--- src/rtl/bram_xfer_engine.sv ---
// bram_xfer_engine: copy / fill / verify engine driving a single-port-per-direction BRAM.
// Define XFER_ABORT_EN to add an abort input that ends a running transfer early.
module bram_xfer_engine #(
   parameter int a_bits = 14
) (
   input  logic              clk,
   input  logic              reset_n,
   input  logic              start,
`ifdef XFER_ABORT_EN
   input  logic              abort,
`endif
   input  logic [1:0]        op,
   input  logic [a_bits-1:0] src_addr,
   input  logic [a_bits-1:0] dst_addr,
   input  logic [a_bits:0]   length,
   input  logic [7:0]        pattern,
   output logic              busy,
   output logic              done,
   output logic              mismatch,
   output logic [a_bits-1:0] mismatch_addr,
   output logic [a_bits-1:0] mem_read_addr,
   output logic [a_bits-1:0] mem_write_addr,
   output logic              mem_read_strobe,
   output logic              mem_write_strobe,
   output logic [7:0]        mem_write_data,
   input  logic [7:0]        mem_read_data
);
   typedef enum logic [1:0] {IDLE, RUN, DRAIN, FINISH} state_t;
   state_t state, nxt;
   logic [1:0] op_q, op_eff;
   logic [7:0] pattern_q;
   logic [a_bits:0] cnt, cnt_n;
   logic cmp_valid, cmp_valid_n;
   logic [a_bits-1:0] cmp_addr, rd_addr_n, wr_addr_n;
   logic abort_i, accept, bad, mm_set, nxt_busy, issue_n, rd_n, wr_n;
`ifdef XFER_ABORT_EN
   assign abort_i = abort;
`else
   assign abort_i = 1'b0;
`endif
   assign accept = state == IDLE && start;
   assign bad = cmp_valid && mem_read_data != pattern_q;
   assign mm_set = bad && !abort_i;
   // copy data is forwarded from the read port so each write lands in the cycle its byte is valid
   assign mem_write_data = !mem_write_strobe ? 8'h00 : op_q == 2'b00 ? mem_read_data : pattern_q;
   always_ff @(posedge clk or negedge reset_n)
      if (!reset_n) state <= IDLE;
      else state <= nxt;
   always_comb begin
      nxt = state;
      case (state)
         IDLE:    nxt = !start ? IDLE : length == '0 ? FINISH : RUN;
         RUN:     nxt = abort_i || bad ? FINISH : cnt != '0 ? RUN : op_q[0] ? FINISH : DRAIN;
         DRAIN:   nxt = FINISH;
         default: nxt = IDLE;
      endcase
   end
   always_comb begin
      op_eff = accept ? op : op_q;
      nxt_busy = nxt == RUN || nxt == DRAIN;
      issue_n = accept ? length != '0 : state == RUN && nxt == RUN;
      rd_n = issue_n && !op_eff[0];
      wr_n = op_eff[0] ? issue_n : mem_read_strobe && op_q == 2'b00 && nxt_busy;
      rd_addr_n = accept ? src_addr : rd_n && mem_read_strobe ? mem_read_addr + a_bits'(1) : mem_read_addr;
      wr_addr_n = accept ? dst_addr : wr_n && mem_write_strobe ? mem_write_addr + a_bits'(1) : mem_write_addr;
      cnt_n = accept ? length - (a_bits+1)'(1) : issue_n ? cnt - (a_bits+1)'(1) : cnt;
      cmp_valid_n = mem_read_strobe && op_q == 2'b10 && nxt_busy;
   end
   always_ff @(posedge clk or negedge reset_n)
      if (!reset_n) begin
         op_q             <= 2'b00;
         pattern_q        <= 8'h00;
         cnt              <= '0;
         cmp_valid        <= 1'b0;
         cmp_addr         <= '0;
         busy             <= 1'b0;
         done             <= 1'b0;
         mismatch         <= 1'b0;
         mismatch_addr    <= '0;
         mem_read_addr    <= '0;
         mem_write_addr   <= '0;
         mem_read_strobe  <= 1'b0;
         mem_write_strobe <= 1'b0;
      end else begin
         op_q             <= op_eff;
         pattern_q        <= accept ? pattern : pattern_q;
         cnt              <= cnt_n;
         cmp_valid        <= cmp_valid_n;
         cmp_addr         <= mem_read_addr;
         busy             <= nxt_busy;
         done             <= nxt == FINISH;
         mismatch         <= accept ? 1'b0 : mm_set ? 1'b1 : mismatch;
         mismatch_addr    <= accept ? '0 : mm_set ? cmp_addr : mismatch_addr;
         mem_read_addr    <= rd_addr_n;
         mem_write_addr   <= wr_addr_n;
         mem_read_strobe  <= rd_n;
         mem_write_strobe <= wr_n;
      end
endmodule

--- config.mk ---
export PLATFORM = sky130hd
export DESIGN_NAME = bram_xfer_engine
export DESIGN_NICKNAME = d
export VERILOG_FILES = /design/src/rtl/bram_xfer_engine.sv
export SDC_FILE = /design/constraint.sdc
export NUM_CORES = 1
export LEC_CHECK = 0
export CORE_MARGIN = 1
export CORE_UTILIZATION = 33
export CTS_CLUSTER_SIZE = 12
export DETAILED_ROUTE_END_ITERATION = 8
export PLACE_DENSITY = 0.66
export SYNTH_ARGS = -nofsm -noshare
export SYNTH_HDL_FRONTEND = slang
export SYNTH_SLANG_ARGS = --single-unit
--- constraint.sdc ---
create_clock -name clk -period 4.83 [get_ports clk]
set_input_delay 0.966 -clock clk [delete_from_list [all_inputs] [get_ports clk]]
set_output_delay 0.966 -clock clk [all_outputs]
set_load 0.05 [all_outputs]
# == After elaboration in Yosys (flattened, before gate mapping) ==
# Cells that the tools add are included.
# word_totals
ff_bits,89
input_bits,64
output_inout_bits,55
wordCells,68
# classes
addsub,4
eq_ne,7
muxes,21
reduce_logical,21
# ops
operator,n
$mux W14,6
$mux W15,2
$reduce_bool A15 Y1,2
$sub A15 B1 Y15 const B,2
$add A14 B1 Y14 const B,2
$mux W8,2
$logic_not A15 Y1,1
$logic_and A1 B1 Y1,10
$eq A2 B2 Y1 const B,4
$mux W2,4
$ne A8 B8 Y1,1
$reduce_bool A2 Y1,4
$mux W1,6
$pmux W2 S3,1
$eq A2 B1 Y1 const B,2
$logic_not A2 Y1,2
$logic_not A1 Y1,1
$logic_or A1 B1 Y1,1

# == Depth between registers and ports, before layout ==
# Gate-level depths: netlist of run 1.
# depth
word_depth,11
mapped_depth,14
ltp_nobuf,13

# == Least setup slack after synthesis of run 1 ==
# Ideal clock, no wire load.
# synth_path
path_kind,input port to flip-flop
start,input port length[6]
end,register mem_write_addr[13]
setup_time_ps,94
arrival_time_ps,3759
required_ps,4736
setup_slack_ps,978
stages,11
path_buffers,1
cell_sequence,or4_1 -> nor2_1 -> nand2_1 -> o31a_1 -> ha_1 -> inv_1 -> nand4_1 -> buf_2 -> a2111oi_0 -> nor3_1 -> a211oi_1
# synth_between
elab_chain_cells,10
word_cells_on_any_way,14
cone_classes,2 x eq/ne; 5 x mux; 7 x reduce/logical
# synth_lines
item,line,rtl
"start, declared",15,"input logic [a_bits:0] length,"
$logic_not A15 Y1 *,52,IDLE: nxt = !start ? IDLE : length == '0 ? FINISH : RUN;
$mux W2 * (2 in series),52,
$pmux W2 S3 *,51,case (state)
$eq A2 B1 Y1 or $eq A2 B2 Y1 (tied branches),60,nxt_busy = nxt == RUN || nxt == DRAIN;
$logic_or A1 B1 Y1 *,60,
net nxt_busy,35,"logic abort_i, accept, bad, mm_set, nxt_busy, issue_n, rd_n, wr_n;"
$logic_and A1 B1 Y1 *,63,wr_n = op_eff[0] ? issue_n : mem_read_strobe && op_q == 2'b00 && nxt_busy;
$mux W1 *,63,
$logic_and A1 B1 Y1 *,65,wr_addr_n = accept ? dst_addr : wr_n && mem_write_strobe ? mem_write_addr + a_bits'(1) : mem_write_addr;
$reduce_bool A2 Y1 (no line) *,n/a,
"end signal, assigned",95,mem_write_addr <= wr_addr_n;
"end, declared",22,"output logic [a_bits-1:0] mem_write_addr,"
# The timed path passes the listed nets; every way through them passes the cells marked *.
# A chain may end at the register's enable or synchronous reset.

# == Final worst setup path of run 1 ==
# layout_path
start,input port mem_read_data[2]
end,register mem_write_addr[13]
# layout_between
elab_chain_cells,10
word_cells_on_any_way,13
cone_classes,3 x eq/ne; 4 x mux; 6 x reduce/logical
# layout_lines
item,line,rtl
"start, declared",26,input logic [7:0] mem_read_data
$ne A8 B8 Y1 *,42,assign bad = cmp_valid && mem_read_data != pattern_q;
$logic_and A1 B1 Y1 *,42,
$mux W2 *,53,RUN: nxt = abort_i || bad ? FINISH : cnt != '0 ? RUN : op_q[0] ? FINISH : DRAIN;
$pmux W2 S3 *,51,
$eq A2 B1 Y1 or $eq A2 B2 Y1 (tied branches),"60, 61",
$logic_and A1 B1 Y1 or $logic_or A1 B1 Y1 (tied branches),"61, 60",
$mux W1 or $logic_and A1 B1 Y1 (tied branches),"61, 63",
$mux W1 *,63,
$logic_and A1 B1 Y1 *,65,
$reduce_bool A2 Y1 (no line) *,n/a,
# Every way passes the cells marked *; elsewhere a longest branch is shown, timed or not.

==> results.sh, run 1 <==
export IMPL_synth_edff_count=0
export IMPL_critical_path_arrival_ns=4.42
export IMPL_status="finished, final reports clean"
export IMPL_syn_area_per_cell_sq_um=9.19
export IMPL_wl_per_cell_microns=15.6
export IMPL_final_common_cell="clkdlybuf4s50_1"
export IMPL_vias_per_cell=5.33
export IMPL_drt_iter0_drc=455
export IMPL_async_flop_share_pct=100
export IMPL_power_density_nw_per_um2=666
export IMPL_grt_total_usage_pct=17.9
export IMPL_critPathMaxFanout=18
export IMPL_drc_errors=0
export IMPL_cts_tree="built"
export IMPL_place_congestion=0.849
export IMPL_portBuffers=118
export IMPL_worst_skew_pair_late_latency_ns=0.34
export IMPL_clock_skew_final_ns=0.00938
export IMPL_drive_gt1_share_pct=6.97
export IMPL_maxSlewViolCount=0
export IMPL_cts_setup_buffers=0
export IMPL_mostFrequentLayoutCells="clkdlybuf4s50_1, nand2_1, dfrtp_1, nor2_1, xnor2_1"
export IMPL_synth_area_sq_um=4880
export IMPL_rsz0062_at_grt="false"
export IMPL_cts_hold_buf=0
export IMPL_overflow=0
export IMPL_instances_no_fill=830
export IMPL_cts_root_buffer="clkbuf_16"
export IMPL_synth_ff_type="dfrtp_1"
export IMPL_synthCells=531
export IMPL_clock_sinks=89
export IMPL_finalPower_w=0.00437
export IMPL_hold_path_class="reg2reg"
export IMPL_post_dp_hpwl_microns=9390
export IMPL_maxSlewHeadroom_pct=45.5
export IMPL_finalHoldViolations=0
export IMPL_ys_seq_area_share_pct=45.7
export IMPL_n_antenna_cell=0
export IMPL_p_leak_nw=2.61
export IMPL_syn2layout_area_growth_pct=34.5
export IMPL_antenna_found_initial=0
export IMPL_synthDistinctLibCells=61
export IMPL_fp_dieW_microns=124
export IMPL_synth_ff_latch_count=89
export IMPL_clkTransAtPathRegs_ns=0.07
export IMPL_start_util_pct=33.7
export IMPL_finalSetupViolations=0
export IMPL_grt_pass1_vias=4223
export IMPL_setup_tns_final_ns=0
export IMPL_utilization_pct=45.3
export IMPL_dp_cells=814
export IMPL_ir_drop_v=0.000255
export IMPL_worstHoldStart="mem_read_addr[13]"
export IMPL_fmax_mhz=240
export IMPL_vias=4423
export IMPL_period_needed_ns=4.17
export IMPL_end_kind="flop"
export IMPL_grt_max_degree=59
export IMPL_cts_buffers=9
export IMPL_yosysWarnings=0
export IMPL_wl_microns=13000
export IMPL_worst_setup_path_start_kind="input pin"
export IMPL_layout_nets=710
export IMPL_critPathKind="in2reg"
export IMPL_grt_pass1_wl_microns=21200
export IMPL_ant_nets=0
export IMPL_syn_num_nets=600
export IMPL_cts_max_level=3
export IMPL_timing_rr_start="cnt[9]"
export IMPL_cts_resized_gates=0
export IMPL_crit_start="mem_read_data[2]"
export IMPL_rows=44
export IMPL_cap_violations=0
export IMPL_max_clock_path_buffers=2
export IMPL_core_area_sq_um=14500
export IMPL_max_slew_worst_pin_slew_ns=0.814
export IMPL_fin_ws_ns=0.658
export IMPL_die_h_microns=124
export IMPL_drtPass1Iterations=5
export IMPL_io_pins=119
export IMPL_fin_crit_sh_pct=86.4
export IMPL_worst_ep_required_time_ns=5.08
export IMPL_dieArea_sq_um=15300
export IMPL_pre_cts_ws_ns=0.525
final cells by class:
class	count	area [sq um]
multi-input combinational	401	2480
sequential	89	2230
clock inverter	6	90.1
fill	1352	7920
clock buffer	10	239
tap	184	230
inverter	13	50.0
timing repair buffer	127	1250
routing by layer:
metal | up-vias | share of wire (%) | track usage (%)
met5 | - | 0 | 0
met4 | 0 | 2.1 | 6.55
met3 | 24 | 5.3 | 3.62
met2 | 148 | 48 | 28.7
met1 | 2143 | 45 | 23.8
li1 | 2108 | - | -
metrics by stage:
step / hold slack, ns / area (sq um)
after detailed placement: 0.422 / 6230
after global placement: 0.431 / 6230
after CTS: 0.440 / 6560
final: 0.438 / 6560
after floorplan: 0.461 / 4880
after global routing: 0.479 / 6560
cell usage after synthesis (all sizes together), types with 2 or more instances:
| library cell | instances | area, sq um |
|---|---|---|
| nand4 | 9 | 56.3 |
| or4 | 6 | 45.0 |
| xnor2 | 32 | 280 |
| xor2 | 2 | 17.5 |
| o22ai | 2 | 12.5 |
| o31ai | 7 | 52.6 |
| nor3b | 3 | 33.8 |
| a22oi | 2 | 15.0 |
| or3 | 5 | 31.3 |
| clkbuf | 16 | 60.1 |
| nand2b | 4 | 25.0 |
| o211ai | 6 | 50.1 |
| ha | 5 | 62.6 |
| a211oi | 8 | 60.1 |
| or2 | 3 | 18.8 |
| buf | 12 | 65.1 |
| nor4 | 7 | 56.3 |
| a2111oi | 8 | 140 |
| o2111ai | 2 | 17.5 |
| and3 | 2 | 12.5 |
| o41ai | 3 | 26.3 |
| a31oi | 3 | 18.8 |
| inv | 12 | 45.0 |
| nor3 | 18 | 90.1 |
| a311oi | 2 | 17.5 |
| dfrtp | 89 | 2230 |
| mux2i | 22 | 220 |
| a21boi | 9 | 67.6 |
| a21oi | 31 | 159 |
| nor2 | 46 | 175 |
| nand3 | 16 | 80.1 |
| o21ai | 31 | 155 |
| nand2 | 92 | 345 |
power by group:
part / leakage, nW / internal (W) / switching, W
logic: 1.36 / 0.000783 / 0.00140
clock network: 0.159 / 0.000469 / 0.000294
registers: 1.10 / 0.00107 / 0.000352
total: 2.61 / 0.00232 / 0.00205
state kept, by name, indices dropped and copies added (netlist names):
| name | cells |
|---|---|
| cnt | 15 |
| mismatch | 1 |
| busy | 1 |
| cmp_addr | 14 |
| done | 1 |
| pattern_q | 8 |
| mem_read_addr | 14 |
| mem_write_addr | 14 |
| cmp_valid | 1 |
| op_q | 2 |
| state | 2 |
| mem_write_strobe | 1 |
| mismatch_addr | 14 |
| mem_read_strobe | 1 |
worst paths after layout:
| check | to | slack (ns) | cells after the start |
|---|---|---|---|
| max | mem_write_addr[13] | 0.66 | 15 |
| min | cmp_addr[13] | 0.44 | 0 |
| max reg2reg | mem_write_addr[13] | 0.88 | 13 |
| min reg2reg | cmp_addr[13] | 0.44 | 0 |
| max in group asynchronous | mem_read_addr[5] | 3.21 | 2 |
| min in group asynchronous | mismatch_addr[9] | 0.69 | 1 |
critical path: stages:
cell,delay (ns)
clkdlybuf4s50_1,0.50
xnor2_1,0.13
nand4_1,0.16
o21ai_2,0.22
a21oi_1,0.09
a21oi_1,0.16
o31a_1,0.18
ha_1,0.15
mux2i_1,0.11
nor2_1,0.25
buf_4,0.28
o311ai_0,0.22
a2111oi_0,0.61
nor3_1,0.15
a211oi_1,0.23
cell families after synthesis:
family	synth area share, %
fa+ha+maj	1.28
buf+inv	3.59
mux	4.74
compound gates	17.9
xor+xnor	6.10
simple gates	20.8
flops	45.7
No activity file was read; power rests on OpenSTA's default activity.
==> run 2, diff against run 1 <==
--- a/config.mk
+++ b/config.mk
@@ -5,6 +5,7 @@
 export SDC_FILE = /design/constraint.sdc
 export NUM_CORES = 1
 export LEC_CHECK = 0
+export CAP_MARGIN = 25
 export CORE_MARGIN = 1
 export CORE_UTILIZATION = 33
 export CTS_CLUSTER_SIZE = 12
==> results of run 2 <==
No change in the layout: final DEF, timing and power equal those of run 1.
==> run 3, diff against run 2 <==
--- a/config.mk
+++ b/config.mk
@@ -7,10 +7,10 @@
 export LEC_CHECK = 0
 export CAP_MARGIN = 25
 export CORE_MARGIN = 1
-export CORE_UTILIZATION = 33
+export CORE_UTILIZATION = 50
 export CTS_CLUSTER_SIZE = 12
 export DETAILED_ROUTE_END_ITERATION = 8
-export PLACE_DENSITY = 0.66
+export PLACE_DENSITY = 0.9
 export SYNTH_ARGS = -nofsm -noshare
 export SYNTH_HDL_FRONTEND = slang
 export SYNTH_SLANG_ARGS = --single-unit
==> results.sh, run 3 (synthesized netlist as in run 1, its figures left out) <==
export IMPL_status="finished, final reports clean"
export IMPL_wl_microns=13100
export IMPL_crit_family="simple AND/OR/NAND/NOR gates"
export IMPL_critPathKind="in2reg"
export IMPL_vias=4566
export IMPL_period_needed_ns=4.22
export IMPL_cap_violations=0
export IMPL_dpl_cell_area_sq_um=6160
export IMPL_post_dp_hpwl_microns=9320
export IMPL_hold_path_class="reg2reg"
export IMPL_dp_cells=758
export IMPL_worst_path_max_delay_cell="or4_1"
export IMPL_switching_share_pct=49.9
export IMPL_holdPathStages=0
export IMPL_overflow=0
export IMPL_mostFrequentLayoutCells="clkdlybuf4s50_1, nand2_1, dfrtp_1, nor2_1, xnor2_1"
export IMPL_max_stage_delay_ns=0.61
export IMPL_io_pins=119
export IMPL_drc_errors=0
export IMPL_critPathMostFrequentCell="nor2_1"
export IMPL_reg2reg_slack_ns=0.80
export IMPL_start_util_pct=52.3
export IMPL_fin_crit_sh_pct=87.5
export IMPL_ff_latch_area_sq_um=2230
export IMPL_syn2layout_area_growth_pct=30.7
export IMPL_fin_area_sq_um=6380
export IMPL_r2r_end="mem_write_addr[7]"
export IMPL_rsz0062_at_grt="false"
export IMPL_max_clock_path_buffers=2
export IMPL_clkTransAtPathRegs_ns=0.10
export IMPL_place_congestion=0.933
export IMPL_drtPass1Iterations=5
export IMPL_worst_ep_required_time_ns=5.06
export IMPL_end_kind="flop"
export IMPL_path_cells="clkdlybuf4s50_1, or4_1, nor2_1, nand2_1, o31a_1, ha_1, mux2i_1, nor2_1, buf_4, o211ai_2, a211oi_1, xnor2_1, o21ai_1"
export IMPL_clockPowerShare_pct=13.3
export IMPL_pre_cts_ws_ns=0.298
export IMPL_power_frac_seq_pct=33.9
export IMPL_grt_max_degree=60
export IMPL_portBuffers=118
export IMPL_r2r_cells=13
export IMPL_grt_pass1_vias=4464
export IMPL_grt_total_usage_pct=27.6
export IMPL_timing_rr_start="cnt[7]"
export IMPL_worst_skew_pair_late_latency_ns=0.37
export IMPL_nFillCells=677
export IMPL_fin_ws_ns=0.605
export IMPL_dieArea_sq_um=10200
export IMPL_top_register="cnt"
export IMPL_cts_tree="built"
export IMPL_clock_skew_final_ns=0.0148
export IMPL_cp_num_buf_inv=2
export IMPL_wl_per_cell_microns=17.0
export IMPL_critical_path_arrival_ns=4.46
export IMPL_internal_power_w=0.00211
export IMPL_cts_resized_gates=0
export IMPL_fmax_mhz=237
export IMPL_multi_input_area_sq_um=2480
export IMPL_die_h_microns=101
export IMPL_layout_nets=709
export IMPL_antenna_found_initial=0
export IMPL_ant_nets=0
export IMPL_drive_gt1_share_pct=6.82
export IMPL_p_leak_nw=2.56
export IMPL_largest_reg_flops=15
export IMPL_n_antenna_cell=0
export IMPL_clock_sinks=89
export IMPL_finalPower_w=0.00422
export IMPL_finalSetupViolations=0
export IMPL_grt_pass1_wl_microns=21900
export IMPL_drt_iter0_drc=447
export IMPL_cts_hold_buf=0
export IMPL_ir_drop_v=0.000250
export IMPL_worst_setup_path_start_kind="input pin"
export IMPL_fp_dieW_microns=101
export IMPL_power_density_nw_per_um2=661
export IMPL_instances_no_fill=774
export IMPL_cts_root_buffer="clkbuf_8"
export IMPL_core_area_sq_um=9330
export IMPL_setup_tns_final_ns=0
export IMPL_max_slew_worst_pin_slew_ns=0.848
export IMPL_cts_buffers=9
export IMPL_maxSlewHeadroom_pct=43.3
export IMPL_rows=35
export IMPL_final_common_cell="clkdlybuf4s50_1"
export IMPL_power_switching_w=0.00210
export IMPL_whs_endpoint="cmp_addr[13]"
export IMPL_critPathMaxFanout=13
export IMPL_finalHoldViolations=0
export IMPL_worstHoldStart="mem_read_addr[13]"
export IMPL_combPwrFrac_pct=52.8
export IMPL_cts_max_level=3
export IMPL_cts_setup_buffers=0
export IMPL_maxSlewViolCount=0
export IMPL_vias_per_cell=5.90
==> run 3: how the worst max path moves through the flow <==
stage	startpoint	to	slack, ns	cells past startpoint
2_1_floorplan	length[6]	mem_write_addr[13]	0.98	11
3_3_place_gp	length[6]	mem_write_addr[1]	0.51	13
3_5_place_dp	length[5]	mem_write_addr[7]	0.30	13
4_1_cts	length[5]	mem_write_addr[7]	0.67	13
5_1_grt	length[5]	mem_write_addr[7]	0.37	13
6_report	length[5]	mem_write_addr[7]	0.61	13
==> run 3: power by group through the flow <==
stage | registers, W | logic, W | clock network, W
2_1_floorplan | 0.00187 | 0.00104 | 0
3_3_place_gp | 0.00140 | 0.00214 | 0
3_5_place_dp | 0.00143 | 0.00221 | 0
4_1_cts | 0.00142 | 0.00223 | 0.000567
5_1_grt | 0.00147 | 0.00238 | 0.000606
6_report | 0.00143 | 0.00223 | 0.000560
==> run 3: layer usage <==
metal	wire, microns	vias up	track usage [%]
met3	927	35	5.20
li1	-	2111	-
met1	5360	2228	35.1
met4	282	0	8.81
met5	0	-	0
met2	6550	192	47.4
==> run 3: through the flow <==
| stage | utilization [%] | hold WS [ns] |
|---|---|---|
| after detailed placement | 66.0 | 0.426 |
| after global placement | 66.0 | 0.413 |
| after global routing | 68.4 | 0.474 |
| after floorplan | - | 0.461 |
| final | 68.4 | 0.462 |
| after CTS | 68.4 | 0.457 |
==> run 3: final cells by class <==
type / instances / share of cell area, %
clock buffer: 9 / 1.94
timing repair buffer: 126 / 19.4
multi-input combinational: 401 / 38.9
inverter: 13 / 0.785
sequential: 89 / 34.9
tap: 129 / 2.53
clock inverter: 7 / 1.51
==> edit, RTL diff (config.mk and constraints of run 3) <==
Make the reset (`reset_n`) synchronous in 2 clocked blocks.
--- a/src/rtl/bram_xfer_engine.sv
+++ b/src/rtl/bram_xfer_engine.sv
@@ -43,7 +43,7 @@
    assign mm_set = bad && !abort_i;
    // copy data is forwarded from the read port so each write lands in the cycle its byte is valid
    assign mem_write_data = !mem_write_strobe ? 8'h00 : op_q == 2'b00 ? mem_read_data : pattern_q;
-   always_ff @(posedge clk or negedge reset_n)
+   always_ff @(posedge clk)
       if (!reset_n) state <= IDLE;
       else state <= nxt;
    always_comb begin
@@ -66,7 +66,7 @@
       cnt_n = accept ? length - (a_bits+1)'(1) : issue_n ? cnt - (a_bits+1)'(1) : cnt;
       cmp_valid_n = mem_read_strobe && op_q == 2'b10 && nxt_busy;
    end
-   always_ff @(posedge clk or negedge reset_n)
+   always_ff @(posedge clk)
       if (!reset_n) begin
          op_q             <= 2'b00;
          pattern_q        <= 8'h00;
Behaviour: differs if reset_n is asserted again (counterexample within 4 cycles, from zero or initial values and one cycle with reset_n low); with reset_n held inactive, the same outputs for 10 cycles.
==> edit against run 3 <==
- core utilization down 0.12 points
- critical path depth down 1
- setup slack better by 70 ps
- synthesized area down 6.8%
- clock skew up 1.4 ps
- sequential share of layout area down 5.1 points
- design area down 6.2%
- global-route usage down 1.1 points
- wire length down 5.2%
- sequential cell count unchanged
- count of clock-buffer cells in the layout up 2
- final cell count up 1.3%
- largest cell class unchanged
Power is not compared: it rests on default switching activity, and its combinational part moved more than twofold at a synthesized area within 25%.
==> edit: results (changes against run 3) <==
Synth cell types=52 (-15%); largest net degree at the start of global routing=49 (-18%); met1 WL=5360 um (about the same); switching power=0.000749 W; Reg2Reg Depth=11 (-2); Clock Skew=16.3 ps (+1.44 ps); Total GRT Usage=0.264 (-0.0111); Synth Area per Inst=8.01 um2 (-13%); Tcrit/Tclk final=0.860 (-0.0145); R2R Path Start=cnt[4]; grt ovf=0 (unchanged); IO Port Bufs=118 (unchanged); drt initial violations=441 (-1.3%); area of the multi-input gates=2610 um2 (+5.0%); Hold Path Depth=2 (+2); sequential cell area fraction in the yosys report=0.392 (-0.0647); Crit path largest cell delay=680 ps (+70 ps); Biggest register=cnt; Detail Placement HPWL=8880 um (-4.7%); metal3 WL=849 um (-8.4%); Slowest-stage cell, CP=or4b_2; critical path peak fanout=8 (-5); routed wire length=12500 um (-5.2%); asr flop ratio synth=0 (-1.00); Worst Hold End=mismatch_addr[1]; routed wl met2=5970 um (-8.9%); DR WL/cell=15.9 um (-6.4%); share of layout cells above drive strength 1=0.0607 (-0.00757); pre-CTS WS=430 ps (+132 ps); Worst Hold Launch=cmp_addr[1]; DR vias/cell=5.89 (-0.11%); CP startpoint=length[11]; vias in the first global route=4297 (-3.7%); Post-synth top cells=89 x dfxtp_1, 65 x a21oi_1, 61 x nand2_1; Post-Synthesis Net Count=637 (+6.2%); # diodes=0 (unchanged); Post-DP Area=5800 um2 (-5.8%); Fillers=685 (+1.2%); WHS=468 ps (+6.20 ps); Max-slew headroom=0.318 (-0.115); gpl congestion=0.893 (-4.2%); nets=740 (+4.4%); placed cells=768 (+1.3%); Area contributors post-synth=dfxtp_1 39%, a21oi_1 7.2%, xnor2_1 6.4%; first-pass GRT wire length=20600 um (-5.7%); CP endpoint=mem_write_addr[8]; FF-to-FF setup slack=1200 ps (+400 ps); CTS Buf Count=9 (unchanged); Min-Delay Path Class=reg2reg; Highest Signal Layer=met4; P_leak=2.14 nW; status=finished clean
## edit: cell types whose count changed in the layout (fill, tap and decap cells not counted), moves of 7 or more
cell	change
dfrtp_1	-89
dfxtp_1	+89
a21oi_1	+35
nand2_1	-31
o21ai_0	+26
and2_1	+15
nor2_1	+7
## edit: final cells by class
cell class / count / share of cell area
tap: 108 / 0.0226
inverter: 10 / 0.00628
sequential: 89 / 0.298
timing repair buffer: 126 / 0.208
clock buffer: 11 / 0.0236
multi-input combinational: 435 / 0.436
clock inverter: 5 / 0.00649
## edit: logic make-up after synthesis
family,Yosys count,synth area share
and+or+nand+nor,209,0.226
buffers and inverters,44,0.0371
DFF,89,0.392
muxes,28,0.0622
xor gates and xnor gates,34,0.0655
AOI/OAI and AO/OA,159,0.203
adders and majority gates,5,0.0138
## edit: per-layer routing
metal | GRT usage | vias up
li1 | - | 2221
met1 | 0.333 | 2142
met2 | 0.454 | 219
met3 | 0.0374 | 38
met4 | 0.105 | 0
met5 | 0 | -
